==> src/rtl/noc_mcast_pkg.sv <==
// Purpose : shared port codes, splitter FSM states and mesh node-index helpers.
// Latency : n/a (types, constants and constant functions only).
// Backpr. : n/a.
// Node index convention: idx = x*YDIM + y, x = column, y = row.
package noc_mcast_pkg;

   localparam int NPORT = 5;

   localparam logic [2:0] PORT_LOCAL = 3'd0;
   localparam logic [2:0] PORT_NORTH = 3'd1;
   localparam logic [2:0] PORT_EAST  = 3'd2;
   localparam logic [2:0] PORT_SOUTH = 3'd3;
   localparam logic [2:0] PORT_WEST  = 3'd4;

   typedef enum logic {
      IDLE  = 1'b0,
      ISSUE = 1'b1
   } state_t;

   function automatic int node_x(input int idx, input int ydim);
      return idx / ydim;
   endfunction

   function automatic int node_y(input int idx, input int ydim);
      return idx % ydim;
   endfunction

   // Output port for destination (x,y) seen from router (mx,my).
   // yx_order=0 resolves the column first, yx_order=1 resolves the row first.
   function automatic logic [2:0] route_port(input int x, input int y,
                                             input int mx, input int my,
                                             input bit yx_order);
      logic [2:0] p;
      p = PORT_LOCAL;
      if (yx_order) begin
         if (y > my)      p = PORT_NORTH;
         else if (y < my) p = PORT_SOUTH;
         else if (x > mx) p = PORT_EAST;
         else if (x < mx) p = PORT_WEST;
      end else begin
         if (x > mx)      p = PORT_EAST;
         else if (x < mx) p = PORT_WEST;
         else if (y > my) p = PORT_NORTH;
         else if (y < my) p = PORT_SOUTH;
      end
      return p;
   endfunction

endpackage

==> src/rtl/mcast_port_part.sv <==
// Purpose : splits a destination bitmap into five disjoint per-port masks.
// Latency : combinational, 0 cycles.
// Backpr. : none; pure function of the bitmap.
// Ports   : bitmap (N-bit destination set) -> local/north/east/south/west_mask (N bits each).
// Config  : MCAST_YX_PART_EN selects YX partitioning; undefined gives XY.
module mcast_port_part
   import noc_mcast_pkg::*;
#(
   parameter int XDIM    = 4,
   parameter int YDIM    = 4,
   parameter int MY_XPOS = 0,
   parameter int MY_YPOS = 0
) (
   input  logic [XDIM*YDIM-1:0] bitmap,
   output logic [XDIM*YDIM-1:0] local_mask,
   output logic [XDIM*YDIM-1:0] north_mask,
   output logic [XDIM*YDIM-1:0] east_mask,
   output logic [XDIM*YDIM-1:0] south_mask,
   output logic [XDIM*YDIM-1:0] west_mask
);

   localparam int N = XDIM * YDIM;

`ifdef MCAST_YX_PART_EN
   localparam bit YX_ORDER = 1'b1;
`else
   localparam bit YX_ORDER = 1'b0;
`endif

   // Every node's port is fixed at elaboration, so each mask bit is just a
   // gated copy of the bitmap bit; exactly one mask owns each node.
   for (genvar i = 0; i < N; i++) begin : g_node
      localparam logic [2:0] PORT = route_port(node_x(i, YDIM), node_y(i, YDIM),
                                               MY_XPOS, MY_YPOS, YX_ORDER);
      assign local_mask[i] = bitmap[i] & (PORT == PORT_LOCAL);
      assign north_mask[i] = bitmap[i] & (PORT == PORT_NORTH);
      assign east_mask[i]  = bitmap[i] & (PORT == PORT_EAST);
      assign south_mask[i] = bitmap[i] & (PORT == PORT_SOUTH);
      assign west_mask[i]  = bitmap[i] & (PORT == PORT_WEST);
   end

endmodule

==> src/rtl/mcast_split_dec.sv <==
// Purpose : accepts a unicast/multicast header and issues one request per non-empty output port.
// Latency : first request registered 1 cycle after header acceptance.
// Backpr. : out_ready low holds the current request; in_ready low until the last request is taken.
// Ports   : clk, rst (sync, active high); in_valid/in_ready/in_um_type/in_uni_dst/in_mult_dst header
//           input; out_valid/out_ready/out_port/out_doc/out_last request output; err_empty pulse.
// Config  : MCAST_YX_PART_EN (in mcast_port_part) switches partitioning from XY to YX order.
module mcast_split_dec
   import noc_mcast_pkg::*;
#(
   parameter int XDIM    = 4,
   parameter int YDIM    = 4,
   parameter int MY_XPOS = 0,
   parameter int MY_YPOS = 0
) (
   input  logic                          clk,
   input  logic                          rst,
   input  logic                          in_valid,
   output logic                          in_ready,
   input  logic                          in_um_type,
   input  logic [$clog2(XDIM*YDIM)-1:0]  in_uni_dst,
   input  logic [XDIM*YDIM-1:0]          in_mult_dst,
   output logic                          out_valid,
   input  logic                          out_ready,
   output logic [2:0]                    out_port,
   output logic [XDIM*YDIM-1:0]          out_doc,
   output logic                          out_last,
   output logic                          err_empty
);

   localparam int N = XDIM * YDIM;

   state_t                  state;
   logic [N-1:0]            uni_bitmap;
   logic [N-1:0]            bitmap;
   logic [NPORT-1:0][N-1:0] part;
   logic [NPORT-1:0][N-1:0] pend;
   logic [NPORT-1:0][N-1:0] src;
   logic [NPORT-1:0][N-1:0] rest;
   logic                    found;
   logic [2:0]              sel_port;
   logic [N-1:0]            sel_doc;

   // Out-of-range unicast destinations match no bit and yield an empty bitmap.
   always_comb begin
      uni_bitmap = '0;
      for (int i = 0; i < N; i++) begin
         uni_bitmap[i] = (int'(in_uni_dst) == i);
      end
   end

   assign bitmap = in_um_type ? in_mult_dst : uni_bitmap;

   mcast_port_part #(
      .XDIM    (XDIM),
      .YDIM    (YDIM),
      .MY_XPOS (MY_XPOS),
      .MY_YPOS (MY_YPOS)
   ) u_part (
      .bitmap     (bitmap),
      .local_mask (part[0]),
      .north_mask (part[1]),
      .east_mask  (part[2]),
      .south_mask (part[3]),
      .west_mask  (part[4])
   );

   // One picker serves both the first request (fresh masks in IDLE) and the
   // following ones (pending masks in ISSUE), so empty ports cost no cycle.
   always_comb begin
      src      = (state == IDLE) ? part : pend;
      found    = 1'b0;
      sel_port = PORT_LOCAL;
      sel_doc  = '0;
      rest     = '0;
      for (int p = 0; p < NPORT; p++) begin
         if (!found && (|src[p])) begin
            found    = 1'b1;
            sel_port = 3'(p);
            sel_doc  = src[p];
         end else begin
            rest[p] = src[p];
         end
      end
   end

   assign in_ready = (state == IDLE) && !rst;

   always_ff @(posedge clk) begin
      if (rst) begin
         state     <= IDLE;
         pend      <= '0;
         out_valid <= 1'b0;
         out_port  <= PORT_LOCAL;
         out_doc   <= '0;
         out_last  <= 1'b0;
         err_empty <= 1'b0;
      end else begin
         err_empty <= 1'b0;
         case (state)
            IDLE: begin
               if (in_valid) begin
                  if (found) begin
                     state     <= ISSUE;
                     out_valid <= 1'b1;
                     out_port  <= sel_port;
                     out_doc   <= sel_doc;
                     out_last  <= ~(|rest);
                     pend      <= rest;
                  end else begin
                     err_empty <= 1'b1;
                  end
               end
            end
            ISSUE: begin
               // out_valid is always high in ISSUE, so out_ready alone completes the handshake.
               if (out_ready) begin
                  if (out_last) begin
                     state     <= IDLE;
                     out_valid <= 1'b0;
                     out_port  <= PORT_LOCAL;
                     out_doc   <= '0;
                     out_last  <= 1'b0;
                     pend      <= '0;
                  end else begin
                     out_port  <= sel_port;
                     out_doc   <= sel_doc;
                     out_last  <= ~(|rest);
                     pend      <= rest;
                  end
               end
            end
            default: state <= IDLE;
         endcase
      end
   end

endmodule
==> config.mk <==
export PLATFORM = sky130hd
export DESIGN_NAME = mcast_split_dec
export DESIGN_NICKNAME = d
export VERILOG_FILES = /design/src/rtl/noc_mcast_pkg.sv /design/src/rtl/mcast_port_part.sv /design/src/rtl/mcast_split_dec.sv
export SDC_FILE = /design/constraint.sdc
export NUM_CORES = 1
export LEC_CHECK = 0
export BUFFER_PORTS_ARGS = -buffer_cell sky130_fd_sc_hd__buf_4
export CAP_MARGIN = 20
export CELL_PAD_IN_SITES_DETAIL_PLACEMENT = 1
export CELL_PAD_IN_SITES_GLOBAL_PLACEMENT = 1
export CORE_UTILIZATION = 45
export DETAILED_ROUTE_END_ITERATION = 8
export GPL_TIMING_DRIVEN = 0
export PLACE_DENSITY = 0.89
export SYNTH_ARGS = -nofsm -noshare
export SYNTH_HDL_FRONTEND = slang
export SYNTH_SLANG_ARGS = --single-unit
export TNS_END_PERCENT = 5
==> constraint.sdc <==
create_clock -name clk -period 3.6 [get_ports clk]
set_input_delay 0.72 -clock clk [delete_from_list [all_inputs] [get_ports clk]]
set_output_delay 0.72 -clock clk [all_outputs]
set_load 0.02 [all_outputs]
==> metrics.yaml, run 1 <==
status: "finished clean"
cap_violations: 0
synth.area.mux_share: 0.00431
antenna_found_initial: 0
hpwl_um: 11700
ioPinCount: 48
die_w_um: 104
crit_arrival_ns: 2.70
grt_first_pass_wirelength_um: 25100
crit_required_ns: 2.88
async_reset_ff_frac: 0
die_area_um2: 10700
synth_nets: 534
grt_pass1_vias: 4542
fin_area_um2: 5390
core_um2: 9860
setup_viol: 0
worst_setup_path_end_kind: "output pin"
yosysWarningCount: 0
post-route-min-period_ns: 3.42
cts.sinks: 103
synth_top_cell_by_area: "dfxtp_1"
cp-start-kind: "flip-flop"
route.detailed.drc: 0
rr_endpoint: "pend[40]"
min_path_cells: 2
synth.most_common_cell: "dfxtp_1"
clk_pin_slew_ns: 0.11
reg2reg_from: "state"
initialDrtViolationCount: 384
power_density_nw_per_um2: 434
overflow: 0
ys_seq_area_frac: 0.444
synthCells: 509
ant_nets: 0
firstDrtPassIters: 5
min_period_over_period: 0.951
vias_per_cell: 6.41
synth_compound_area_frac: 0.238
vias: 4535
drive_gt1_frac: 0.171
wl_per_cell_um: 22.5
fmax_ghz: 0.292
min_path_type: "flip-flop to flip-flop"
synth_simple_gate_area_frac: 0.268
cts_max_level: 3
syn_area_per_cell_um2: 9.12
drv_slew: 0
yosys-top-cells-area: "dfxtp_1 44%, and2_1 9.0%, a21oi_1 2.9%"
io_buffers: 43
syn_area_um2: 4640
fin_skew_ns: 0.00906
ys.flop_type: "dfxtp_1"
place_area_um2: 5130
ys_types: 69
rows: 36
netlist_top_cells_count: "103 x dfxtp_1, 67 x and2_1, 31 x nand2_1"
reg2reg_setup_slack_ns: 0.24
gp_congestion: 0.929
synth_top_family_by_area: "simple AND/OR/NAND/NOR gates"
slew-limit-headroom: 0.502
clock_path_buffers: 2
cts_inserted_buffers: 9
initial_utilization: 0.471
n_antenna_cell: 0
yosys.area_share.adder: 0
synth_seq_cells: 103
r2r_cells: 11
worstSkewPairLatency_ns: 0.37
critPathMaxFanout: 10
ir_worst_vdd_mv: 0.294
drt-total-wl_um: 15900
synth-edff-count: 0
grt_max_degree: 20
cts_tree: "done"
die_h_um: 104
synthXorXnorAreaFrac: 0
worstMarginPinSlew_ns: 0.728
nets: 594
track_usage: 0.300
cp-startpoint: "state"
power_leakage_nw: 1.98
rsz0062_at_grt: "false"
yosys.area.top_type_share: 0.444
crit_type: "flip-flop to output pin"
root_buffer: "clkbuf_8"
finalSetupTns_ns: 0
finalHoldViolCount: 0
syn2layout_area_growth_pct: 16.0
crit_path_end: "in_ready"
==> kinds of logic after synthesis <==
| kind of cell | count (synthesis) |
|---|---|
| and+or+nand+nor | 210 |
| buffers and inverters | 44 |
| DFF | 103 |
| muxes | 2 |
| AOI/OAI and AO/OA | 150 |
==> layout by cell type (no fill, tap or decap), types with 10 or more instances in the layout <==
master,count
dfxtp_1,103
and2_1,67
buf_4,51
nand2_1,31
a21oi_1,27
o21ai_0,22
nor2_1,20
clkbuf_1,18
nor4_1,15
a31oi_1,15
buf_2,12
a22o_1,10
nand3_1,10
==> state kept, by name, summed over array words and instances, names as in the netlist <==
| signal | flops |
|---|---|
| pend | 80 |
| out_doc | 16 |
| out_port | 3 |
| err_empty | 1 |
| out_last | 1 |
| out_valid | 1 |
| state | 1 |
==> what timing repair did <==
item / CTS / global route
buffers inserted: 0 / 6
hold buffers: 0 / 0
hold endpoints to repair: 0 / 0
pin swaps: 0 / 2
resized for setup: 1 / 5
endpoints found under the setup margin: 1 / 51
==> power breakdown <==
group	total (W)	switching, W	internal (W)
clock network	0.000703	0.000436	0.000267
logic	0.000452	0.000300	0.000152
registers	0.00118	0.0000182	0.00116
total	0.00234	0.000755	0.00158
==> layer usage <==
metal / vias to the layer above / GRT usage / part of all wire
met5: - / 0 / 0
met3: 39 / 0.0648 / 0.068
met2: 200 / 0.491 / 0.47
met1: 2272 / 0.381 / 0.43
met4: 0 / 0.124 / 0.034
li1: 2024 / - / -
==> worst min-delay path by stage <==
stage           startpoint           to  slack, ns
2_1_floorplan      pend[0]      pend[0]       0.43
3_3_place_gp   out_port[2]  out_port[2]       0.44
3_5_place_dp   out_port[2]  out_port[2]       0.45
4_1_cts        out_port[2]  out_port[2]       0.47
5_1_grt           pend[18]     pend[18]       0.50
6_report       out_port[2]  out_port[2]       0.47
==> metrics by stage <==
stage / total power (W) / hold slack (ns) / cells / setup WS, ns / utilization
finish: 0.00234 / 0.465 / 707 / 0.176 / 0.546
global route: 0.00241 / 0.498 / 707 / 0.0139 / 0.546
CTS: 0.00231 / 0.470 / 701 / 0.0432 / 0.540
detailed placement: 0.00163 / 0.455 / 685 / -0.367 / 0.520
global placement: 0.00161 / 0.445 / 685 / -0.354 / 0.520
floorplan: 0.00147 / 0.431 / 509 / 0.571 / -
==> worst max-delay path: stages, from the launching register on <==
cell,delay [ns]
dfxtp_1,0.44
buf_2,0.25
buf_2,0.25
clkbuf_2,0.31
clkbuf_1,0.45
buf_2,0.35
nor2_1,0.10
buf_4,0.18
==> final cells by class <==
| cell class | instances | area [µm²] |
|---|---|---|
| Buffer | 39 | 195 |
| Clock buffer | 9 | 124 |
| Clock inverter | 7 | 67.6 |
| Fill cell | 1171 | 4480 |
| Inverter | 5 | 18.8 |
| Multi-Input combinational cell | 362 | 2380 |
| Sequential cell | 103 | 2060 |
| Tap cell | 133 | 166 |
| Timing Repair Buffer | 49 | 368 |
No activity file was read; power rests on OpenSTA's default activity.
==> run 2: changes to the inputs <==
==> constraint.sdc (replaced) <==
create_clock -name clk -period 3.6 [get_ports clk]
set_input_delay 0.18 -clock clk [delete_from_list [all_inputs] [get_ports clk]]
set_output_delay 0.18 -clock clk [all_outputs]
set_load 0.02 [all_outputs]
==> metrics.yaml, run 2 (same netlist as run 1, synthesis figures left out) <==
status: "finished clean"
antenna_found_initial: 0
post_cts_buffers: 0
worstSkewPairLatency_ns: 0.37
drv_slew: 0
crit_type: "flip-flop to flip-flop"
finalSetupTns_ns: 0
largestRegisters: "pend: 80 flops, out_doc: 16 flops, out_port: 3 flops"
cap_violations: 0
crit_arrival_ns: 3.71
final_cell_mix: "103 x dfxtp_1, 67 x and2_1, 45 x buf_4, 31 x nand2_1, 26 x a21oi_1"
grt_max_degree: 20
min_path_type: "primary input to flip-flop"
fin_area_um2: 5340
drt-total-wl_um: 15800
initialDrtViolationCount: 371
post-route-min-period_ns: 3.42
power_w: 0.00232
preCtsSetupSlack_ns: 0.157
nets: 588
cts_tree: "done"
worst_setup_path_end_kind: "flip-flop"
wl_per_cell_um: 22.5
cts_hold_buffers: 0
power_leakage_nw: 1.95
swShare: 0.322
track_usage: 0.300
syn2layout_area_growth_pct: 15.1
rsz0062_at_grt: "false"
hpwl_um: 11700
gp_congestion: 0.929
place_area_um2: 5130
vias: 4470
fin_skew_ns: 0.00809
clock_path_buffers: 2
grt_first_pass_wirelength_um: 25100
drive_gt1_frac: 0.158
pwr-share-seq: 0.508
largest-register: "pend"
route.detailed.drc: 0
overflow: 0
ioPinCount: 48
fmax_ghz: 0.293
initial_utilization: 0.471
final_util: 0.541
largest_register_ffs: 80
min_period_over_period: 0.949
clkPwrFrac: 0.301
slew-limit-headroom: 0.404
die_area_um2: 10700
n_antenna_cell: 0
cts_inserted_buffers: 9
firstDrtPassIters: 7
io_buffers: 43
finalHoldViolCount: 0
cts_max_level: 3
p_int_w: 0.00157
cp-start-kind: "flip-flop"
clk_pin_slew_ns: 0.10
power.switching_w: 0.000748
vias_per_cell: 6.38
cts.sinks: 103
die_h_um: 104
root_buffer: "clkbuf_8"
setup_viol: 0
die_w_um: 104
worstMarginPinSlew_ns: 0.895
fillers: 1176
setup_ws_ns: 0.183
ant_nets: 0
ir_worst_vdd_mv: 0.293
rows: 36
grt_pass1_vias: 4542
critPathMaxFanout: 10
core_um2: 9860
crit_required_ns: 3.89
pwr-share-comb: 0.191
layout_commonest_cell: "dfxtp_1"
power_density_nw_per_um2: 435
[run 2: power groups by stage]
stage                     Clock, W  Sequential [W]  Combinational [W]
final                     0.000698         0.00118           0.000444
after global routing      0.000753         0.00118           0.000469
after CTS                 0.000704         0.00118           0.000428
after detailed placement         0         0.00121           0.000422
after floorplan                  0         0.00122           0.000258
after global placement           0         0.00120           0.000410
[run 2: worst paths after layout]
check,startpoint,endpoint,slack (ns),depth (start not counted)
worst min-delay path,out_ready,out_valid,0.04,2
worst max-delay path,state,pend[40],0.18,10
worst min register to register,out_port[2],out_port[2],0.47,2
worst max register to register,state,pend[40],0.18,10
[run 2: critical path: stages (launching register included)]
cell and delay [ns]:
dfxtp_1 0.44, nor2b_1 0.17, a222oi_1 0.81, and4b_1 0.33
buf_6 0.13, and2_4 0.14, buf_6 0.12, a31oi_4 0.15
nor2_1 0.48, buf_2 0.38, o2bb2ai_1 0.17
[run 2: area by class of cell]
type,instances,area (µm²),share of cell area
plain buffers,39,191,0.0358
repair buffers,43,323,0.0604
well taps,133,166,0.0312
inverters,5,18.8,0.00351
clock buffers,9,124,0.0232
multi-input cells,362,2390,0.447
flip-flops and latches,103,2060,0.386
clock inverters,7,67.6,0.0126
[run 2: timing repair]
| action | CTS | global route |
|---|---|---|
| hold endpoints to repair | 0 | 0 |
| setup endpoints to repair | 0 | 11 |
| resized for setup | 0 | 3 |
[run 2: metrics by stage]
| stage | cells | hold WS [ns] |
|---|---|---|
| after CTS | 701 | 0.0261 |
| final | 701 | 0.0353 |
| after global routing | 701 | 0.0127 |
| after global placement | 685 | 0.421 |
| after floorplan | 509 | 0.277 |
| after detailed placement | 685 | 0.422 |
[run 2: metal layers]
layer / vias up / routed length (µm) / track usage
met5: - / 0 / 0
met4: 0 / 631 / 0.124
met3: 54 / 1050 / 0.0648
met2: 193 / 7330 / 0.491
met1: 2208 / 6740 / 0.381
li1: 2015 / - / -
==> run 3: changes to the inputs <==
- clock period: 3.6 -> 3.82 ns (I/O delays scaled with it)
==> metrics.yaml, run 3 (same netlist as run 1, synthesis figures left out) <==
vias_per_cell: 6.38
grt_first_pass_wirelength_um: 25100
power.switching_w: 0.000704
finalSetupTns_ns: 0
cts_tree: "done"
cts.sinks: 103
min_path_type: "primary input to flip-flop"
crit_arrival_ns: 3.79
root_buffer: "clkbuf_8"
initialDrtViolationCount: 341
power_leakage_nw: 1.95
grt_max_degree: 20
fin_skew_ns: 0.00954
crit_slowest_cell: "a222oi_1"
slew-limit-headroom: 0.413
firstDrtPassIters: 7
largest-register: "pend"
initial_utilization: 0.471
crit_required_ns: 4.09
reg2reg_from: "state"
status: "finished clean"
fmax_ghz: 0.284
finalHoldViolCount: 0
crit_chain: "nor2b_1 -> a222oi_1 -> and4b_1 -> buf_6 -> nand2_1 -> o31ai_2 -> buf_2 -> a31oi_1 -> a311o_1"
antenna_found_initial: 0
clkPwrFrac: 0.302
nets: 588
core_um2: 9860
cts_hold_buffers: 0
overflow: 0
worstMarginPinSlew_ns: 0.881
die_h_um: 104
syn2layout_area_growth_pct: 14.7
final_util: 0.540
grt_pass1_vias: 4542
drive_gt1_frac: 0.155
die_w_um: 104
rr_endpoint: "out_doc[7]"
drt-total-wl_um: 15700
pwr-share-seq: 0.509
power_w: 0.00219
final_cell_mix: "103 x dfxtp_1, 67 x and2_1, 45 x buf_4, 31 x nand2_1, 27 x a21oi_1"
critPathMaxStageDelay_ns: 0.80
post_cts_buffers: 0
track_usage: 0.300
largestRegisters: "pend: 80 flops, out_doc: 16 flops, out_port: 3 flops"
swShare: 0.322
rows: 36
critPathMaxFanout: 10
cts_max_level: 3
holdCritStartpoint: "out_ready"
ir_worst_vdd_mv: 0.276
io_buffers: 43
drv_slew: 0
n_antenna_cell: 0
p_int_w: 0.00148
post-route-min-period_ns: 3.52
cp-start-kind: "flip-flop"
crit_type: "flip-flop to flip-flop"
min_to: "out_valid"
worst_setup_path_end_kind: "flip-flop"
cts_inserted_buffers: 9
r2r_cells: 9
vias: 4472
cap_violations: 0
reg2reg_setup_slack_ns: 0.30
layout_commonest_cell: "dfxtp_1"
die_area_um2: 10700
worstSkewPairLatency_ns: 0.37
ant_nets: 0
pwr-share-comb: 0.189
clk_pin_slew_ns: 0.11
gp_congestion: 0.929
clock_path_buffers: 2
min_period_over_period: 0.922
wl_per_cell_um: 22.4
route.detailed.drc: 0
ioPinCount: 48
min_path_cells: 2
hpwl_um: 11700
setup_viol: 0
largest_register_ffs: 80
rsz0062_at_grt: "false"
power_density_nw_per_um2: 411
ctsResizeCount: 0
==> run 3: area by class of cell <==
type                    count  area [µm²]
fillers                  1174        4540
multi-input cells         362        2370
plain buffers              39         191
well taps                 133         166
repair buffers             43         323
clock inverters             7        67.6
flip-flops and latches    103        2060
inverters                   5        18.8
clock buffers               9         124
==> run 3: worst max path at each step <==
stage                     start          to  slack (ns)
final                     state  out_doc[7]        0.30
after global routing      state  out_doc[9]        0.11
after CTS                 state  out_doc[1]        0.37
after detailed placement  state  out_doc[1]        0.38
after global placement    state  out_doc[7]        0.37
after floorplan           state  out_doc[7]        1.28
==> run 3: per-stage QoR <==
stage | worst slack, ns | cells | hold slack, ns | instance area [µm²]
2_1_floorplan | 1.28 | 509 | 0.288 | 4640
3_3_place_gp | 0.370 | 685 | 0.432 | 5130
3_5_place_dp | 0.377 | 685 | 0.433 | 5130
4_1_cts | 0.371 | 701 | 0.0371 | 5320
5_1_grt | 0.109 | 701 | 0.0237 | 5320
6_report | 0.300 | 701 | 0.0436 | 5320
==> run 3: power by group through the flow <==
| stage | registers [W] | logic, W | clock network [W] |
|---|---|---|---|
| floorplan | 0.00115 | 0.000243 | 0 |
| global placement | 0.00113 | 0.000387 | 0 |
| detailed placement | 0.00114 | 0.000398 | 0 |
| CTS | 0.00111 | 0.000403 | 0.000663 |
| global route | 0.00111 | 0.000439 | 0.000710 |
| finish | 0.00111 | 0.000414 | 0.000660 |
==> run 3: critical path: cells and delay by family, from the launching register on <==
family / cells / cell delay [ns]
compound gates: 4 / 1.77
buf+inv: 2 / 0.48
flops: 1 / 0.45
simple gates: 3 / 0.71
==> run 3: metal layers <==
layer  up-vias  track usage  wire length (µm)
met2       181        0.491              7320
li1       2011            -                 -
met1      2229        0.381              6730
met4         0        0.124               606
met3        51       0.0648              1050
met5         -            0                 0
